==> config.mk <==
export PLATFORM = sky130hd
export DESIGN_NAME = rr_arbiter_83
export DESIGN_NICKNAME = d
export VERILOG_FILES = /design/src/rtl/rr_arbiter_83.sv
export SDC_FILE = /design/constraint.sdc
export NUM_CORES = 1
export LEC_CHECK = 0
export CELL_PAD_IN_SITES_DETAIL_PLACEMENT = 1
export CELL_PAD_IN_SITES_GLOBAL_PLACEMENT = 1
export CORE_MARGIN = 10
export CORE_UTILIZATION = 42
export DETAILED_ROUTE_END_ITERATION = 6
export PLACE_DENSITY = 0.91
export RECOVER_POWER = 100
export SETUP_SLACK_MARGIN = 0.5
export SYNTH_ARGS = -nofsm -noshare
export SYNTH_HDL_FRONTEND = slang
export SYNTH_SLANG_ARGS = --single-unit
==> constraint.sdc <==
create_clock -name clk -period 3.54 [get_ports clk]
set_input_delay 0.354 -clock clk [delete_from_list [all_inputs] [get_ports clk]]
set_output_delay 0.354 -clock clk [all_outputs]
set_load 0.02 [all_outputs]
==> src/rtl/rr_arbiter_83.sv <==
// Round-robin arbiter for 8 requesters: rotated 8:3 priority encode, registered grants.
// Optional hold-limit revocation is enabled by defining ARB_TIMEOUT_EN.
module rr_arbiter_83 #(
  parameter int unsigned MAX_HOLD = 16,
  parameter int unsigned CNT_W    = 5
) (
  input  logic       clk,
  input  logic       rst,
  input  logic [7:0] req,
  output logic [7:0] gnt,
  output logic [2:0] gnt_id,
  output logic       gnt_valid,
  output logic       timeout
);

  typedef enum logic [0:0] {StIdle, StGrant} state_e;

  state_e     r_state;
  logic [7:0] r_gnt;
  logic [2:0] r_gnt_id;
  logic       r_gnt_valid;
  logic       r_timeout;
  logic [2:0] r_last_ptr;

  logic [7:0] w_arb_req;
  logic       w_found;
  logic [2:0] w_win;
  logic       w_revoke;
  logic       w_hold;

  if ((1 << CNT_W) <= MAX_HOLD) begin : g_bad_cnt_w
    $error("rr_arbiter_83: CNT_W too narrow for MAX_HOLD");
  end

`ifdef ARB_TIMEOUT_EN
  logic [CNT_W-1:0] r_hold_cnt;

  // Revoke only when someone else is actually waiting.
  assign w_revoke = (r_state == StGrant) && req[r_gnt_id] &&
                    (r_hold_cnt == CNT_W'(MAX_HOLD - 1)) && (|(req & ~r_gnt));

  always_ff @(posedge clk) begin
    if (rst) begin
      r_hold_cnt <= '0;
    end else if (!w_hold) begin
      r_hold_cnt <= '0;
    end else if (r_hold_cnt != '1) begin
      r_hold_cnt <= r_hold_cnt + 1'b1;
    end
  end
`else
  assign w_revoke = 1'b0;
`endif

  assign w_hold    = (r_state == StGrant) && req[r_gnt_id] && !w_revoke;
  assign w_arb_req = w_revoke ? (req & ~r_gnt) : req;
  assign w_found   = |w_arb_req;

  // Walk downward so the first set bit after last_ptr (mod 8) is the final assignment.
  always_comb begin
    w_win = r_last_ptr;
    for (int i = 8; i >= 1; i--) begin
      if (w_arb_req[r_last_ptr + 3'(i)]) begin
        w_win = r_last_ptr + 3'(i);
      end
    end
  end

  always_ff @(posedge clk) begin
    if (rst) begin
      r_state     <= StIdle;
      r_gnt       <= '0;
      r_gnt_id    <= '0;
      r_gnt_valid <= 1'b0;
      r_timeout   <= 1'b0;
      r_last_ptr  <= 3'd7;
    end else begin
      r_timeout <= 1'b0;
      if (!w_hold) begin
        if (w_found) begin
          r_state     <= StGrant;
          r_gnt       <= 8'b1 << w_win;
          r_gnt_id    <= w_win;
          r_gnt_valid <= 1'b1;
          r_last_ptr  <= w_win;
          r_timeout   <= w_revoke;
        end else begin
          r_state     <= StIdle;
          r_gnt       <= '0;
          r_gnt_id    <= '0;
          r_gnt_valid <= 1'b0;
        end
      end
    end
  end

  assign gnt       = r_gnt;
  assign gnt_id    = r_gnt_id;
  assign gnt_valid = r_gnt_valid;
  assign timeout   = r_timeout;

endmodule

==> impl_metrics.ini <==
[layout]
post-route-cell-area_mm2 = 0.001712
antennaDiodeCount = 0
area_delta_synth_final_pct = 15.64
layout.cells.non_filler = 212
drive_gt1_share_pct = 19.88
layout.nets = 179

[logic_synthesis]
syn_area_per_cell_um2 = 10.21
ys_warn_count = 0
synth_top_family_by_area = multiplexers
synth_area_leaders = dfxtp_1, mux4_2, mux4_1, mux2_2, nand2_1
yosysTopAreaCellShare_pct = 20.29
postSynthCellCount = 145
synthAdderAreaFrac_pct = 1.691
synth_edf_count = 0
syn-num-nets = 157
syn-cell-area_mm2 = 0.001480
async_flop_share_pct = 0
synth-compound-area-share_pct = 20.71
muxShareOfSynthArea_pct = 32.38
synth-main-ff-cell = dfxtp_1
yosysTopAreaCell = dfxtp_1
yosys.area_share.xor_xnor_pct = 4.227
ys_types = 48
yosysSeqAreaShare_pct = 20.29
synth_simple_gate_area_share_pct = 14.45
ys_ff_latch = 15

[job]
cap_violations = 0

[global_routing]
grt_max_degree = 16
antenna_found_initial = 0
grt_first_pass_wirelength_um = 7203
track_usage_pct = 14.02
grt_pass1_vias = 1413
grt_overflow = 0

[die]
die_h_um = 79.37
core_area_mm2 = 0.003363
rows = 21
ios = 23
start_util_pct = 44.01
fp.dieW_um = 79.37
die-area_mm2 = 0.006299

[timing]
rsz0062_at_grt = no
final-setup-viol-count = 0
hold_viol_final = 0
tns_ns = 0
fin_ws_ns = 0.4162
post-route-period-util_pct = 88.24
slew_headroom_pct = 53.11
fin_skew_ns = 0.001072
worst_slew_pin_slew_ns = 0.6983
fin_hold_ws_ns = 0.4626
slew_violations = 0
fmax_mhz = 320.1
fin_crit_ns = 3.124

[placed_design]
placed_cells = 207
io_buffers = 21
place.gp.congestion = 0.8067
place_area_mm2 = 0.001708
dpl.hpwl_um = 3333
preCtsSetupSlack_ns = 0.4287

[route]
route.vias.total = 1296
drt-total-wl_um = 4331
routedWlPerCell_um = 20.43
drtAntennaViolNets = 0
dr.first_iter.drc_count = 26
dr.pass1.iters = 4
drt_drc_violations_left = 0
routed_via_density = 6.113

[cts]
cts_tree = yes
cts_buffers = 3
ctsHtreeMaxLevel = 1
cts.path.max_buffers = 2
numClockSinks = 15
cts_hold_buf = 0
clkTransAtPathRegs_ns = 0.09
clockRootBuffer = clkbuf_4
clkLatencyLatePin_ns = 0.30

[critical_path]
endpoint_kind = register
r2r_start = r_last_ptr[0]$_SDFFE_PP1P_
crit_end = gnt[1]$_SDFFE_PP0N_
crit_type = register to register
ff2ff_path_depth = 9
crit_path_max_fanout = 11
critPathLaunch = r_last_ptr[0]$_SDFFE_PP1P_
worstSetupStartpointType = register
worstPathArrival_ns = 3.32
critPathRequiredTime_ns = 3.74
rr_endpoint = gnt[1]$_SDFFE_PP0N_
ff2ff_setup_slack_ns = 0.42

[status]
outcome = finished clean

[pwr]
p_leak_nw = 0.6744
ir_drop_v = 0.0005580
power_density_mw_per_mm2 = 1173

[min_path]
worstHoldPathType = register to register
[placed cells by master (no fill, tap or decap), types with 2 or more instances in the layout]
master,netlist,layout
a211oi_1,1,2
dlygate4sd3_1,0,13
mux2_1,2,2
and2_0,0,2
o31ai_1,4,4
mux2i_1,4,4
dfxtp_1,15,15
nand3_1,5,5
xor2_1,2,2
nor2_1,8,8
inv_1,8,8
ha_1,2,2
a32o_1,4,4
clkdlybuf4s50_1,0,8
mux4_2,9,9
or4_1,2,2
o21ai_0,7,7
mux2_4,2,2
or3_1,3,3
xnor2_1,2,2
mux4_1,4,4
buf_4,1,3
clkbuf_4,0,3
a21oi_1,9,10
mux2_2,5,5
nand2b_1,2,2
nand2_1,15,16
[metal layers]
metal	wire, µm	GRT usage [%]
met2	2342	25.69
met3	161	2.140
met4	91	5.735
met1	1735	15.69
met5	0	0
[timing repair]
| action | in CTS | in global routing |
|---|---|---|
| pin swaps | 0 | 1 |
| resized for setup | 1 | 1 |
| buffers inserted | 0 | 1 |
| setup endpoints to repair | 4 | 8 |
[stage by stage]
stage                     total power [mW]  util (%)
after global routing                 2.163     50.89
final                                2.008     50.89
after detailed placement             1.928     50.78
after CTS                            2.040     51.67
after global placement               1.838     50.78
after floorplan                      1.579         -
[cell families after synthesis]
kind of cell,after synthesis
XOR/XNOR,5
adder cells (fa/ha/maj),2
AND/OR/NAND/NOR,42
buffers and inverters,16
flip-flops,15
multiplexers,27
AO/OA/AOI/OAI,37
other,1
[cell type report]
type | count | area [µm²]
fillers | 408 | 1652
clock buffers | 3 | 22.52
inverters | 9 | 33.78
clock inverters | 1 | 5.005
well taps | 46 | 57.56
flip-flops and latches | 15 | 300.3
repair buffers | 24 | 232.7
multi-input cells | 114 | 1060
[state kept, by name, indices dropped and copies added, names as in the netlist]
register,count
gnt,8
gnt_id,3
r_last_ptr,3
r_state,1
[how the worst min path moves through the flow]
| stage | slack [ns] | start | endpoint | depth (start not counted) |
|---|---|---|---|---|
| floorplan | 0.53 | gnt[7]$_SDFFE_PP0N_ | gnt[7]$_SDFFE_PP0N_ | 2 |
| global placement | 0.45 | gnt[6]$_SDFFE_PP0N_ | gnt[6]$_SDFFE_PP0N_ | 2 |
| detailed placement | 0.45 | gnt[6]$_SDFFE_PP0N_ | gnt[6]$_SDFFE_PP0N_ | 2 |
| CTS | 0.47 | gnt[6]$_SDFFE_PP0N_ | gnt[6]$_SDFFE_PP0N_ | 2 |
| global route | 0.49 | gnt[5]$_SDFFE_PP0N_ | gnt[5]$_SDFFE_PP0N_ | 2 |
| finish | 0.46 | gnt[4]$_SDFFE_PP0N_ | gnt[4]$_SDFFE_PP0N_ | 2 |
[critical path, cell delays in order (launching register included)]
cell and delay [ns]:
dfxtp_1 0.35, inv_1 0.12, ha_1 0.54, mux2_2 0.39
mux4_2 0.51, a21oi_1 0.24, o211ai_2 0.13, a211oi_4 0.38
inv_2 0.10, a32o_1 0.27
[where the power goes]
part,internal [mW],switching (mW),total (mW)
clock network,0.0422,0.0606,0.103
logic,0.709,0.911,1.62
registers,0.230,0.0559,0.285
total,0.981,1.03,2.01
[cell usage after synthesis, types with 3 or more instances]
cell,instances
nand2_1,15
or3_1,3
dfxtp_1,15
buf_6,3
nor2_1,8
a32o_1,4
o21ai_0,7
mux2i_1,4
mux4_1,4
mux4_2,9
nand3_1,5
mux2_2,5
inv_1,8
a21oi_1,9
o31ai_1,4
Power figures use the tool's default switching activity.
